## src/rtl/game_monitor.sv

```systemverilog
// Tick-rate monitor for the game controller: infers WAIT/PLAY/OVER from pipe motion and
// drives BCD score, blink, coin and bird status. Define HIGH_SCORE_EN to keep a high score.
module game_monitor #(
   parameter int OVER_TICKS = 2,
   parameter int BLINK_DIV  = 5,
   parameter int SCORE_MAX  = 9999
) (
   input  logic        clk_100ms,
   input  logic        rst,
   input  logic [15:0] score,
   input  logic [15:0] bird_y,
   input  logic [31:0] pipe1,
   input  logic [31:0] pipe2,
   input  logic [31:0] pipe3,
   input  logic [31:0] coin,
   output logic [1:0]  state,
   output logic        game_over,
   output logic [15:0] bcd_score,
   output logic [15:0] bcd_high,
   output logic        new_record,
   output logic        blink,
   output logic        coin_taken,
   output logic        bird_rising
);

   typedef enum logic [1:0] {
      ST_WAIT = 2'd0,
      ST_PLAY = 2'd1,
      ST_OVER = 2'd2
   } state_t;

   localparam logic [3:0]  OVER_CNT   = 4'(OVER_TICKS);
   localparam logic [7:0]  BLINK_LAST = 8'(BLINK_DIV - 1);
   localparam logic [13:0] SHADOW_MAX = 14'(SCORE_MAX);

   state_t      st;
   logic [9:0]  prev_x1, prev_x2, prev_x3;
   logic        prev_coin;
   logic        primed;
   logic [3:0]  freeze_cnt;
   logic [3:0]  freeze_nxt;
   logic [7:0]  blink_div;
   logic [13:0] shadow;
   logic [15:0] shadow_ext;
   logic        moved;
   logic        coin_fell;
   logic        unused_inputs;

   assign state = st;

   // The first tick after reset only loads the previous-sample registers, so the
   // reset value of prev_x* is never mistaken for pipe motion.
   assign moved = primed && ((pipe1[19:10] != prev_x1) ||
                             (pipe2[19:10] != prev_x2) ||
                             (pipe3[19:10] != prev_x3));
   assign coin_fell  = prev_coin && !coin[31];
   assign freeze_nxt = (freeze_cnt == 4'hF) ? freeze_cnt : freeze_cnt + 4'd1;
   assign shadow_ext = {2'b00, shadow};

   assign unused_inputs = ^{bird_y[14:0], pipe1[31:20], pipe1[9:0], pipe2[31:20], pipe2[9:0],
                            pipe3[31:20], pipe3[9:0], coin[30:0]};

   function automatic logic [15:0] bcd_inc(input logic [15:0] v);
      logic [15:0] r;
      logic        carry;
      r     = v;
      carry = 1'b1;
      for (int d = 0; d < 4; d++) begin
         if (carry) begin
            if (v[d*4 +: 4] == 4'd9) begin
               r[d*4 +: 4] = 4'd0;
            end else begin
               r[d*4 +: 4] = v[d*4 +: 4] + 4'd1;
               carry       = 1'b0;
            end
         end
      end
      return r;
   endfunction

   always_ff @(posedge clk_100ms or negedge rst) begin
      if (!rst) begin
         st          <= ST_WAIT;
         prev_x1     <= '0;
         prev_x2     <= '0;
         prev_x3     <= '0;
         prev_coin   <= 1'b0;
         primed      <= 1'b0;
         freeze_cnt  <= '0;
         blink_div   <= '0;
         shadow      <= '0;
         bcd_score   <= '0;
         game_over   <= 1'b0;
         blink       <= 1'b0;
         coin_taken  <= 1'b0;
         bird_rising <= 1'b0;
      end else begin
         prev_x1     <= pipe1[19:10];
         prev_x2     <= pipe2[19:10];
         prev_x3     <= pipe3[19:10];
         prev_coin   <= coin[31];
         primed      <= 1'b1;
         bird_rising <= bird_y[15];
         coin_taken  <= 1'b0;

         case (st)
            ST_WAIT: begin
               if (moved) begin
                  st         <= ST_PLAY;
                  freeze_cnt <= '0;
               end
            end
            ST_PLAY: begin
               coin_taken <= coin_fell;
               if (moved) begin
                  freeze_cnt <= '0;
               end else begin
                  freeze_cnt <= freeze_nxt;
                  if (freeze_nxt >= OVER_CNT) begin
                     st        <= ST_OVER;
                     game_over <= 1'b1;
                     blink_div <= '0;
                     blink     <= 1'b0;
                  end
               end
            end
            ST_OVER: begin
               if (blink_div == BLINK_LAST) begin
                  blink_div <= '0;
                  blink     <= ~blink;
               end else begin
                  blink_div <= blink_div + 8'd1;
               end
            end
            default: st <= ST_WAIT;
         endcase

         // Follower climbs one count per tick; a score below it means the controller restarted.
         if ((shadow_ext < score) && (shadow < SHADOW_MAX)) begin
            shadow    <= shadow + 14'd1;
            bcd_score <= bcd_inc(bcd_score);
         end else if (score < shadow_ext) begin
            shadow    <= '0;
            bcd_score <= '0;
         end
      end
   end

`ifdef HIGH_SCORE_EN
   // High score deliberately has no reset so it survives between games.
   logic [13:0] high_shadow = '0;
   logic [15:0] high_bcd    = '0;
   logic        beat;

   assign beat     = (st == ST_OVER) && (shadow > high_shadow);
   assign bcd_high = high_bcd;

   always_ff @(posedge clk_100ms) begin
      if (beat) begin
         high_shadow <= shadow;
         high_bcd    <= bcd_score;
      end
   end

   always_ff @(posedge clk_100ms or negedge rst) begin
      if (!rst) begin
         new_record <= 1'b0;
      end else if (beat) begin
         new_record <= 1'b1;
      end
   end
`else
   assign bcd_high   = '0;
   assign new_record = 1'b0;
`endif

endmodule

```

## config.mk

```make
export PLATFORM = sky130hd
export DESIGN_NAME = game_monitor
export DESIGN_NICKNAME = d
export VERILOG_FILES = /design/src/rtl/game_monitor.sv
export SDC_FILE = /design/constraint.sdc
export NUM_CORES = 1
export LEC_CHECK = 0
export BUFFER_PORTS_ARGS = -buffer_cell sky130_fd_sc_hd__buf_4
export CAP_MARGIN = 20
export CORE_MARGIN = 3
export CORE_UTILIZATION = 40
export DETAILED_ROUTE_END_ITERATION = 10
export GPL_ROUTABILITY_DRIVEN = 0
export GPL_TIMING_DRIVEN = 0
export PLACE_DENSITY = 0.7
export SLEW_MARGIN = 5
export SYNTH_ARGS = -nofsm -noshare
export SYNTH_HDL_FRONTEND = slang
export SYNTH_SLANG_ARGS = --single-unit
export TNS_END_PERCENT = 50
```

## constraint.sdc

```tcl
create_clock -name clk_100ms -period 4.1 [get_ports clk_100ms]
set_input_delay 0.615 -clock clk_100ms [delete_from_list [all_inputs] [get_ports clk_100ms]]
set_output_delay 0.615 -clock clk_100ms [all_outputs]
set_load 0.05 [all_outputs]
```

==> impl_metrics.env, run 1 <==
export IMPL_outcome="completed"
export IMPL_slowest_delay_ps=510
export IMPL_final_period_utilization_pct=64.7
export IMPL_chipHeight_um=109
export IMPL_clockBufferDepth=2
export IMPL_cp_start_kind="register"
export IMPL_synthMostInstantiatedCell="dfrtp_1"
export IMPL_synth_compound_area_share_pct=8.64
export IMPL_min_from="bird_y[15]"
export IMPL_syn_area_mm2=0.00426
export IMPL_fin_crit_ps=2650
export IMPL_crit_required_ps=4300
export IMPL_reg2reg_from="shadow[5]"
export IMPL_finalHoldViolations=0
export IMPL_start_util_pct=41.2
export IMPL_setup_viol=0
export IMPL_tightest_slew_ps=993
export IMPL_synth_top_area_share_pct=47.0
export IMPL_synthCells=429
export IMPL_yosysSeqAreaShare_pct=47.0
export IMPL_synthMuxAreaShare_pct=0.941
export IMPL_coreArea_mm2=0.0103
export IMPL_drc=0
export IMPL_synth_xor_area_share_pct=9.06
export IMPL_place_ws_ps=1210
export IMPL_first_iter_violations=101
export IMPL_path_clk_slew_ps=80
export IMPL_synth_area_leaders="dfrtp_1, ha_1, xnor2_1, xor2_1, nor2_1"
export IMPL_timing_rr_end="shadow[2]"
export IMPL_dr_pass1_iters=4
export IMPL_rsz0062_at_grt="no"
export IMPL_synth_ff_type="dfrtp_1"
export IMPL_hold_path_class="in2reg"
export IMPL_hold_depth=1
export IMPL_rows=37
export IMPL_max_slew_margin_pct=33.8
export IMPL_cts_tree="yes"
export IMPL_grtUsageTotal_pct=15.3
export IMPL_max_freq_mhz=377
export IMPL_async_flop_share_pct=100
export IMPL_yosysTopAreaCell="dfrtp_1"
export IMPL_insertion_delay_ps=350
export IMPL_cts_buffers=9
export IMPL_holdBufCountCts=0
export IMPL_grt_overflow=0
export IMPL_ys_ff_latch=80
export IMPL_hold_path_end="bird_rising"
export IMPL_cap_violations=0
export IMPL_arrival_ps=2860
export IMPL_fin_util_pct=50.5
export IMPL_hpwl_um=6630
export IMPL_grt_pass1_wl_um=14500
export IMPL_grtUsageMet3_pct=4.44
export IMPL_synth_edf_count=0
export IMPL_tns_ps=0
export IMPL_grt_pass1_vias=3103
export IMPL_cts_setup_buffers=0
export IMPL_synth_simple_area_share_pct=19.8
export IMPL_routedWlPerCell_um=13.1
export IMPL_cp_max_fo=10
export IMPL_io_pin_count=201
export IMPL_synth_top_family_by_area="simple AND/OR/NAND/NOR gates"
export IMPL_grt_max_degree=81
export IMPL_die_width_um=109
export IMPL_antenna_left=0
export IMPL_leakagePower_nw=2.39
export IMPL_grtUsageMet2_pct=24.5
export IMPL_cts_resized=0
export IMPL_synth_commonest_cells="dfrtp_1, nor2_1, inv_1, ha_1, nand2_1"
export IMPL_gr_max_usage_layer="met2"
export IMPL_layout_drive_gt1_share_pct=21.5
export IMPL_path_delay_family="simple AND/OR/NAND/NOR gates"
export IMPL_peakVddDrop_mv=0.360
export IMPL_cp_slowest_cell="nor4_1"
export IMPL_fin_hold_ws_ps=374
export IMPL_yosys_warnings=0
export IMPL_crit_start="shadow[5]"
export IMPL_die_area_mm2=0.0119
export IMPL_synthDistinctLibCells=46
export IMPL_slew_violations=0
export IMPL_grt_antenna_before_repair=0
export IMPL_fin_nets=715
export IMPL_finClkSkew_ps=10.9
export IMPL_crit_chain="inv_1 > ha_1 > a21o_1 > a21o_1 > a21oi_1 > nor2_1 > nor4_1 > clkbuf_1 > nor2_1"
export IMPL_ctsRootBufferMaster="clkbuf_8"
export IMPL_wl_um=8740
export IMPL_path_class="reg2reg"
export IMPL_regToRegSetupSlack_ps=1450
export IMPL_h_tree_depth=3
export IMPL_cp_num_buf_inv=2
export IMPL_syn2layout_area_growth_pct=22.5
export IMPL_reg2regPathDepth=9
export IMPL_end_kind="register"
export IMPL_avgViaCountPerCell=4.93
export IMPL_setup_slack_ps=1450
export IMPL_diodes=0
export IMPL_vias=3283
export IMPL_synth_avg_cell_area_um2=9.92
export IMPL_clock_sinks=80
export IMPL_met1_usage_pct=20.3
export IMPL_synth_fa_ha_area_share_pct=7.64
export IMPL_io_buffers=71
export IMPL_p_per_area_mw_per_mm2=446
==> metal layers <==
metal	up-vias	share of wire [%]
li1	1646	-
met1	1548	45
met2	81	48
met3	8	6.1
met4	0	1.0
met5	-	0
==> through the flow <==
stage / std cells / total power, mW / instance area, um^2
final: 666 / 2.33 / 5210
after floorplan: 445 / 1.53 / 4320
after global routing: 666 / 2.49 / 5210
after CTS: 666 / 2.36 / 5210
after global placement: 652 / 1.74 / 5020
after detailed placement: 652 / 1.77 / 5020
==> worst max-delay path by stage <==
stage / end / slack, ps / depth (start not counted)
after floorplan: blink_div[1] / 1800 / 7
after global placement: bcd_score[13] / 1250 / 9
after detailed placement: shadow[0] / 1210 / 9
after CTS: shadow[0] / 1450 / 9
after global routing: shadow[0] / 1210 / 9
final: shadow[2] / 1450 / 9
==> kinds of logic (layout without fill, tap and decap cells) <==
group / after synthesis / after routing
buffers and inverters: 56 / 141
multiplexers: 4 / 4
adder cells (fa/ha/maj): 26 / 26
flip-flops: 80 / 80
other: 2 / 18
XOR/XNOR: 44 / 44
AND/OR/NAND/NOR: 160 / 160
AO/OA/AOI/OAI: 57 / 57
==> where the power goes <==
part	total (mW)	leakage (nW)	internal, mW	switching (mW)
sequential	1.01	1.01	0.896	0.117
clock	0.576	0.0973	0.307	0.269
combinational	0.736	1.28	0.289	0.447
==> flip-flops by register name, indices dropped and copies added (netlist names), 2 cells and up <==
signal	count
prev_x2	10
prev_x3	10
freeze_cnt	4
blink_div	8
shadow	14
state	2
prev_x1	10
bcd_score	16
==> layout by cell type, fill, tap and decap left out, drive strengths merged, types with 3 or more instances in the layout <==
cell / Yosys / final
nor2: 39 / 39
a21oi: 23 / 23
ha: 26 / 26
clkbuf: 6 / 17
dfrtp: 80 / 80
nor3: 18 / 18
or2: 4 / 4
nand2: 25 / 25
conb: 2 / 18
o31ai: 4 / 4
nand3: 19 / 19
mux2i: 4 / 4
nand4: 14 / 14
nor4: 9 / 9
and2: 3 / 3
o21ai: 14 / 14
or3: 11 / 11
and3: 3 / 3
xnor2: 22 / 22
a31oi: 5 / 5
xor2: 22 / 22
buf: 20 / 91
inv: 30 / 30
==> layout make-up <==
class | instances | area [um^2]
fill | 950 | 5110
multi-input combinational | 309 | 2030
sequential | 80 | 2000
timing repair buffer | 71 | 533
buffer | 26 | 171
tap | 136 | 170
clock buffer | 11 | 151
inverter | 30 | 113
clock inverter | 3 | 42.5
Note: power is estimated with default switching activity, not from simulation.
==> inputs of run 2 (changes only) <==
- ABC_AREA: not set -> 1
- PLACE_DENSITY: 0.7 -> 0.69
- clock period: 4.1 -> 2.6 ns (I/O delays scaled with it)
==> run 2 against run 1 <==
  * Area after synthesis is 10% higher
  * Via count is 19% higher
  * Cell area is 12% higher
  * Sequential share of layout area is 4.1 points lower
  * Combinational power is 85% higher
  * Critical path depth is 1 higher
  * Utilization is 1.8 points higher
  * Critical path type unchanged
==> impl_metrics.env, run 2 <==
export IMPL_max_freq_mhz=494
export IMPL_async_flop_share_pct=100
export IMPL_finalHoldViolations=0
export IMPL_final_period_utilization_pct=77.8
export IMPL_peakVddDrop_mv=0.464
export IMPL_slowest_delay_ps=470
export IMPL_hold_path_class="in2reg"
export IMPL_cts_resized=0
export IMPL_h_tree_depth=3
export IMPL_ctsRootBufferMaster="clkbuf_16"
export IMPL_cts_buffers=9
export IMPL_final_common_cell="nand2_1"
export IMPL_regMostFlops="bcd_score"
export IMPL_cp_slowest_cell="dfrtp_1"
export IMPL_arrival_ps=2230
export IMPL_io_pin_count=201
export IMPL_largest_reg_flops=16
export IMPL_fillers=1053
export IMPL_syn2layout_area_growth_pct=24.2
export IMPL_diodes=0
export IMPL_ys_ff_latch=80
export IMPL_fin_util_pct=52.3
export IMPL_yosysTopAreaCell="dfrtp_1"
export IMPL_fin_hold_ws_ps=157
export IMPL_rows=38
export IMPL_antenna_left=0
export IMPL_top_regs="bcd_score (16), shadow (14)"
export IMPL_synth_ff_type="dfrtp_1"
export IMPL_synth_edf_count=0
export IMPL_grt_overflow=0
export IMPL_syn_area_mm2=0.00470
export IMPL_tns_ps=0
export IMPL_fin_crit_ps=2020
export IMPL_grt_max_degree=81
export IMPL_synth_commonest_cells="nand2_1, inv_1, dfrtp_1, nor2_1, nand3_1"
export IMPL_yosysSeqAreaShare_pct=42.6
export IMPL_synth_top_area_share_pct=42.6
export IMPL_finClkSkew_ps=8.97
export IMPL_avgViaCountPerCell=4.66
export IMPL_outcome="completed"
export IMPL_path_class="reg2reg"
export IMPL_crit_chain="inv_2 > ha_1 > nand2_1 > nor3_2 > nand3_1 > nand3_4 > inv_8 > buf_8 > nand4_1 > o21ai_1"
export IMPL_routedWlPerCell_um=12.0
export IMPL_cts_setup_buffers=0
export IMPL_grt_antenna_before_repair=0
export IMPL_final_cells=836
export IMPL_path_clk_slew_ps=60
export IMPL_yosys_warnings=0
export IMPL_dp_cells=818
export IMPL_insertion_delay_ps=330
export IMPL_synthDistinctLibCells=36
export IMPL_die_area_mm2=0.0131
export IMPL_grtUsageTotal_pct=16.2
export IMPL_cp_start_kind="register"
export IMPL_vias=3899
export IMPL_layout_drive_gt1_share_pct=21.0
export IMPL_dr_pass1_iters=4
export IMPL_total_power_mw=4.43
export IMPL_end_kind="register"
export IMPL_synth_area_leaders="dfrtp_1, nand2_1, ha_1, inv_1, nor2_1"
export IMPL_drc=0
export IMPL_synthMostInstantiatedCell="nand2_1"
export IMPL_die_width_um=114
export IMPL_crit_required_ps=2810
export IMPL_hpwl_um=7600
export IMPL_reg2reg_from="shadow[11]"
export IMPL_final_cell_mix="nand2_1, buf_4, inv_1"
export IMPL_slew_violations=0
export IMPL_fin_nets=879
export IMPL_first_iter_violations=238
export IMPL_cp_max_fo=10
export IMPL_coreArea_mm2=0.0112
export IMPL_clock_sinks=80
export IMPL_cap_violations=0
export IMPL_crit_start="shadow[11]"
export IMPL_p_per_area_mw_per_mm2=758
export IMPL_io_buffers=71
export IMPL_clockBufferDepth=2
export IMPL_start_util_pct=42.1
export IMPL_leakagePower_nw=3.09
export IMPL_cts_tree="yes"
export IMPL_min_from="bird_y[15]"
export IMPL_synthCells=591
export IMPL_synth_avg_cell_area_um2=7.96
export IMPL_setup_viol=0
export IMPL_rsz0062_at_grt="no"
export IMPL_wl_um=10000
export IMPL_chipHeight_um=114
export IMPL_grt_pass1_wl_um=17300
export IMPL_grt_pass1_vias=3886
-- run 2: cell type report --
| cell class | instances | area (um^2) | share of cell area, % |
|---|---|---|---|
| clock buffers | 12 | 256 | 4.39 |
| repair buffers | 73 | 571 | 9.77 |
| clock inverters | 4 | 76.3 | 1.31 |
| multi-input cells | 411 | 2220 | 38.0 |
| well taps | 140 | 175 | 3.00 |
| plain buffers | 23 | 185 | 3.17 |
| inverters | 93 | 358 | 6.13 |
| flip-flops and latches | 80 | 2000 | 34.3 |
-- run 2: timing repair --
action / CTS / global route
setup endpoints to repair: 0 / 0
hold buffers: 0 / 1
hold endpoints to repair: 0 / 21
-- run 2: final timing paths --
check	end	slack [ps]	cells past startpoint
min in group asynchronous	prev_x3[7]	500	2
max in group asynchronous	bcd_score[5]	1520	3
hold / removal	bird_rising	160	1
hold reg to reg	state[0]	470	1
setup / recovery	bcd_score[11]	580	10
setup reg to reg	bcd_score[11]	580	10
-- run 2: cell families (layout without fill, tap and decap cells) --
| kind of cell | count (synthesis) | in the layout | share of synthesized area [%] |
|---|---|---|---|
| DFF | 80 | 80 | 42.6 |
| xor gates and xnor gates | 24 | 24 | 4.47 |
| and+or+nand+nor | 291 | 291 | 28.3 |
| AOI/OAI and AO/OA | 52 | 52 | 5.99 |
| adders and majority gates | 26 | 26 | 6.92 |
| other | 2 | 18 | 0.160 |
| buffers and inverters | 116 | 205 | 11.5 |
-- run 2: through the flow --
stage / instance area (um^2) / worst slack, ps
after floorplan: 4760 / 778
after global placement: 5470 / 596
after detailed placement: 5470 / 575
after CTS: 5800 / 570
after global routing: 5840 / 389
final: 5840 / 576
-- run 2: worst max-delay path: cells and delay by family, from the launching register on --
kind	cells	cell delay, ps
AOI/OAI and AO/OA	1	80
buffers and inverters	3	300
DFF	1	470
adders and majority gates	1	300
and+or+nand+nor	5	750
-- run 2: power by group --
part	total, mW	leakage (nW)	internal (mW)	switching, mW
Clock	1.39	0.159	0.895	0.493
Combinational	1.36	1.92	0.507	0.855
Sequential	1.68	1.01	1.45	0.231
-- run 2: metal layers --
| layer | vias up | routed length [um] | global-route usage, % |
|---|---|---|---|
| met2 | 111 | 4430 | 25.9 |
| met4 | 0 | 201 | 5.62 |
| li1 | 2026 | - | - |
| met5 | - | 0 | 0 |
| met1 | 1746 | 4820 | 21.4 |
| met3 | 16 | 579 | 3.96 |
